==> config.mk <==
export PLATFORM = sky130hd
export DESIGN_NAME = td4_prog_loader
export DESIGN_NICKNAME = d
export VERILOG_FILES = /design/src/rtl/td4_prog_loader.sv
export SDC_FILE = /design/constraint.sdc
export NUM_CORES = 1
export LEC_CHECK = 0
export CAP_MARGIN = 5
export CORE_ASPECT_RATIO = 1.75
export CORE_MARGIN = 1.5
export CORE_UTILIZATION = 50
export DETAILED_ROUTE_END_ITERATION = 12
export PLACE_DENSITY = 0.67
export SETUP_SLACK_MARGIN = 0.15
export SYNTH_ARGS = -nofsm -noshare
export SYNTH_HDL_FRONTEND = slang
export SYNTH_SLANG_ARGS = --single-unit
==> constraint.sdc <==
create_clock -name CLK -period 6.5 [get_ports CLK]
set_input_delay 1.3 -clock CLK [delete_from_list [all_inputs] [get_ports CLK]]
set_output_delay 1.3 -clock CLK [all_outputs]
set_load 0.01 [all_outputs]
==> src/rtl/td4_prog_loader.sv <==
// Loadable 16x8 program store for the TD4 core: receives framed programs over a
// byte stream, verifies the checksum and holds the CPU in clear until a good load.
module td4_prog_loader #(
   parameter int TIMEOUT = 255
) (
   input  logic       CLK,
   input  logic       CLR,
   input  logic [7:0] InData,
   input  logic       InValid,
   output logic       InReady,
   input  logic [3:0] Address,
   output logic [7:0] Order,
   output logic       CpuClr,
   output logic       Busy,
   output logic       Done,
   output logic       Error
);

   typedef enum logic [2:0] {
      ST_IDLE  = 3'd0,
      ST_LEN   = 3'd1,
      ST_DATA  = 3'd2,
      ST_CSUM  = 3'd3,
      ST_CHECK = 3'd4
   } state_t;

   localparam logic [7:0]  SYNC_BYTE = 8'hA5;
   localparam logic [15:0] TMO_LAST  = 16'(TIMEOUT - 1);

   function automatic logic [7:0] add8(input logic [7:0] a, input logic [7:0] b);
      return a + b;
   endfunction

   state_t      state_r, state_s;
   logic [7:0]  mem_r [16];
   logic        done_r, done_s;
   logic        error_r, error_s;
   logic        cpuclr_r, cpuclr_s;
   logic [3:0]  idx_r, idx_s;
   logic [4:0]  len_r, len_s;
   logic [7:0]  sum_r, sum_s;
   logic [7:0]  csum_r, csum_s;
   logic [15:0] tmo_r, tmo_s;
   logic        we_s;
   logic        xfer_s;
   logic        tmo_hit_s;

   assign InReady   = (state_r != ST_CHECK);
   assign Busy      = (state_r != ST_IDLE);
   assign Done      = done_r;
   assign Error     = error_r;
   assign CpuClr    = cpuclr_r;
   assign Order     = mem_r[Address];
   assign xfer_s    = InValid & InReady;
   assign tmo_hit_s = (tmo_r == TMO_LAST);

   // Next-state and next-register computation for the frame parser.
   always_comb begin
      state_s  = state_r;
      done_s   = done_r;
      error_s  = error_r;
      cpuclr_s = cpuclr_r;
      idx_s    = idx_r;
      len_s    = len_r;
      sum_s    = sum_r;
      csum_s   = csum_r;
      tmo_s    = tmo_r;
      we_s     = 1'b0;
      case (state_r)
         ST_IDLE: begin
            if (xfer_s && (InData == SYNC_BYTE)) begin
               state_s  = ST_LEN;
               done_s   = 1'b0;
               error_s  = 1'b0;
               cpuclr_s = 1'b0;
               sum_s    = 8'h00;
               tmo_s    = 16'd0;
            end else begin
               state_s = ST_IDLE;
            end
         end
         ST_LEN: begin
            if (xfer_s) begin
               tmo_s = 16'd0;
               if ((InData >= 8'd1) && (InData <= 8'd16)) begin
                  state_s = ST_DATA;
                  sum_s   = InData;
                  idx_s   = 4'd0;
                  len_s   = InData[4:0];
               end else begin
                  state_s = ST_IDLE;
                  error_s = 1'b1;
               end
            end else if (tmo_hit_s) begin
               state_s = ST_IDLE;
               error_s = 1'b1;
               tmo_s   = 16'd0;
            end else begin
               tmo_s = tmo_r + 16'd1;
            end
         end
         ST_DATA: begin
            if (xfer_s) begin
               we_s  = 1'b1;
               sum_s = add8(sum_r, InData);
               idx_s = idx_r + 4'd1;
               tmo_s = 16'd0;
               // 0xA5 here is ordinary payload; only the length ends the data phase
               if ({1'b0, idx_r} == (len_r - 5'd1)) begin
                  state_s = ST_CSUM;
               end else begin
                  state_s = ST_DATA;
               end
            end else if (tmo_hit_s) begin
               state_s = ST_IDLE;
               error_s = 1'b1;
               tmo_s   = 16'd0;
            end else begin
               tmo_s = tmo_r + 16'd1;
            end
         end
         ST_CSUM: begin
            if (xfer_s) begin
               csum_s  = InData;
               state_s = ST_CHECK;
               tmo_s   = 16'd0;
            end else if (tmo_hit_s) begin
               state_s = ST_IDLE;
               error_s = 1'b1;
               tmo_s   = 16'd0;
            end else begin
               tmo_s = tmo_r + 16'd1;
            end
         end
         ST_CHECK: begin
            state_s = ST_IDLE;
            if (csum_r == sum_r) begin
               done_s   = 1'b1;
               cpuclr_s = 1'b1;
            end else begin
               error_s = 1'b1;
            end
         end
         default: begin
            state_s = ST_IDLE;
         end
      endcase
   end

   // Control and datapath registers.
   always_ff @(posedge CLK or negedge CLR) begin
      if (!CLR) begin
         state_r  <= ST_IDLE;
         done_r   <= 1'b0;
         error_r  <= 1'b0;
         cpuclr_r <= 1'b0;
         idx_r    <= 4'd0;
         len_r    <= 5'd0;
         sum_r    <= 8'h00;
         csum_r   <= 8'h00;
         tmo_r    <= 16'd0;
      end else begin
         state_r  <= state_s;
         done_r   <= done_s;
         error_r  <= error_s;
         cpuclr_r <= cpuclr_s;
         idx_r    <= idx_s;
         len_r    <= len_s;
         sum_r    <= sum_s;
         csum_r   <= csum_s;
         tmo_r    <= tmo_s;
      end
   end

   // Program memory; cleared by reset so a half-loaded program never survives.
   always_ff @(posedge CLK or negedge CLR) begin
      if (!CLR) begin
         for (int i = 0; i < 16; i++) begin
            mem_r[i] <= 8'h00;
         end
      end else if (we_s) begin
         mem_r[idx_r] <= InData;
      end
   end

endmodule
==> key figures <==
Outcome
  – Status: complete, no violations

Timing
  – Final min period: 5.07 ns
  – Final Hold Viols: 0
  – Max-slew violation count: 0
  – Worst setup margin: 1.43 ns
  – Post-Route Setup TNS: 0 ns
  – Max Clock Skew: 0.0125 ns
  – RSZ-0062 raised after global routing: false
  – Peak Freq: 197 MHz
  – Worst slew pin tran: 1.06 ns
  – Worst slew margin: 0.292
  – Post-route clock period utilization: 0.780
  – Final setup violation count: 0

Synth
  – List of most frequent post-synthesis cells: 174 x dfrtp_1, 139 x mux2_2, 40 x mux4_2, 27 x nand2_1, 21 x clkbuf_1
  – Post-synthesis cell area: 0.00878 mm2
  – Flops & latches, synth: 174
  – Synth Area per Inst: 13.3 um2
  – Post-synth top area cell: dfrtp_1
  – YS warnings: 0
  – Sequential area share after synthesis: 0.496
  – Yosys cell types: 61
  – Syn Nets: 691
  – Post-synth top area share: 0.496
  – Post-synth EDFFs: 0
  – Share of synthesized flip-flops with an asynchronous set or reset: 1.00
  – Most frequent cell after synthesis: dfrtp_1
  – Cells after Synth: 661
  – Synth area leaders: dfrtp_1 50%, mux2_2 18%, mux4_2 10%, ha_1 2.0%, xnor2_1 1.6%
  – Ys flop type: dfrtp_1

Setup path
  – CP required: 5.20 ns
  – CP cell instances: buf_2, buf_4, mux4_2, mux4_2, clkdlybuf4s50_1
  – Worst path most repeated cell: mux4_2
  – Worst-path maximum fanout: 18
  – CP max stage delay: 0.55 ns
  – Slowest-stage cell, CP: mux4_2
  – Critical path class: input pin to output port
  – Critical path endpoint category: output port
  – Critical Path Source Type: input pin
  – WP data arrival: 3.77 ns

Global route
  – First-pass GRT wire length: 31600 um
  – Total global-route track usage: 0.237
  – Total gr overflow: 0
  – Vias in the first global route: 5743
  – Largest net degree at the start of global routing: 76
  – Initial antenna violation count: 0

Clock network
  – Post-cts resize count: 0
  – H-tree depth: 4
  – CTS tree: yes
  – CTS sink count: 174
  – Worst-Skew Late Latency: 0.43 ns
  – Longest Clk Path Bufs: 2
  – Cts hold-fix bufs: 0
  – Post-CTS setup buffers: 0
  – Cts bufs inserted: 17
  – Worst-path clk slew: 0.06 ns
  – Root Buffer: clkbuf_16

Floorplanning
  – Row Count: 63
  – I/O pin count: 28
  – Starting Density: 0.513
  – Die ar.: 0.0184 mm2
  – Core ar.: 0.0171 mm2
  – Die X: 103 um
  – Die Ht: 178 um

Worst hold path
  – Hold Path Class: flip-flop to flip-flop

Placement
  – Hpwl dp: 14200 um
  – Pre-CTS setup slack: 1.38 ns
  – # port buffers: 27
  – GP Congestion: 0.845
  – Placement Cell Area: 0.00914 mm2

Route
  – Iter 0 DRT Violations: 300
  – Routed wire length: 19900 um
  – # DRC: 0
  – 1st-pass router iterations: 5
  – WL/cell: 22.0 um
  – Vias: 5467
  – Antenna viol nets, final: 0
  – Vias per Instance: 6.03

Final layout
  – Layout net count: 697
  – Core Util, Final: 0.569
  – Layout area overhead: 10.8%
  – Final Cell Area: 0.00972 mm2
  – Layout fillers: 1378
  – Layout cell share with drive strength beyond 1: 0.347
  – Ant diodes: 0

Power
  – Peak VDD IR: 0.256 mV
  – Power Dens Cells: 238 mW/mm2
  – Leakage: 4.60 nW

Run
  – Max-cap violation count: 0
critical path: cells and delay by family:
kind	cells	cell delay [ns]
buffers and inverters	3	1.38
multiplexers	2	1.08
path summary, 6_finish.rpt:
kind	start	end	slack, ns	cells after the start
worst max register to register	state_r[2]	mem_r[110]	3.98	5
min in group asynchronous	CLR	csum_r[6]	0.77	1
worst max-delay path	Address[0]	Order[4]	1.43	5
worst min-delay path	mem_r[8]	mem_r[8]	0.50	1
worst min register to register	mem_r[8]	mem_r[8]	0.50	1
max in group asynchronous	CLR	mem_r[10]	4.42	2
final cells by class:
cell class                      instances  area, um2  area share
Tap cell                              227        284      0.0292
Sequential cell                       174       4350       0.448
Timing Repair Buffer                   32        304      0.0313
Multi-Input combinational cell        428       4150       0.426
Inverter                               14       52.6     0.00540
Clock buffer                           21        450      0.0463
Clock inverter                         11        133      0.0136
routing by layer:
metal | routed length, um | up-vias | global-route usage
li1 | - | 2431 | -
met1 | 7540 | 2862 | 0.270
met2 | 10800 | 125 | 0.416
met3 | 521 | 49 | 0.0408
met4 | 1060 | 0 | 0.126
met5 | 0 | - | 0
flip-flops by register name, summed over array words and instances, names as in the netlist:
signal / cells
CpuClr: 1
Error: 1
csum_r: 8
idx_r: 4
len_r: 5
mem_r: 128
state_r: 3
sum_r: 8
tmo_r: 16
power breakdown:
part           switching, W  total (W)  internal (W)
sequential        0.0000280    0.00113       0.00111
combinational      0.000101   0.000170     0.0000690
clock              0.000430    0.00101      0.000583
through the flow:
step / cells / total power, W / hold slack (ns)
2_1_floorplan: 661 / 0.00126 / 0.459
6_report: 907 / 0.00232 / 0.497
3_5_place_dp: 875 / 0.00133 / 0.487
5_1_grt: 907 / 0.00241 / 0.520
4_1_cts: 907 / 0.00234 / 0.502
3_3_place_gp: 875 / 0.00132 / 0.477
kinds of logic (layout without fill, tap and decap cells):
logic type               count (synthesis)  in the layout  synth area share
adder cells (fa/ha/maj)                 15             15            0.0222
flip-flops                             174            174             0.496
buffers and inverters                   59             78            0.0318
AO/OA/AOI/OAI                           63             63            0.0452
AND/OR/NAND/NOR                        143            143            0.0945
multiplexers                           185            185             0.288
XOR/XNOR                                22             22            0.0219
cells in the final DEF, fill, tap and decap left out, types with 7 or more instances in the layout:
master,Yosys,layout
xnor2_1,16,16
nor2_1,17,17
nand2_2,8,8
ha_1,14,14
nand3_1,12,12
clkbuf_16,0,17
a21oi_1,18,18
dfrtp_1,174,174
mux2_2,139,139
nand2_1,27,27
nor3_1,9,9
nor3b_1,7,7
o21ai_0,14,14
nor2b_1,7,7
mux4_2,40,40
inv_1,14,14
or3_1,10,10
clkdlybuf4s50_1,0,25
No activity file was read; power rests on OpenSTA's default activity.
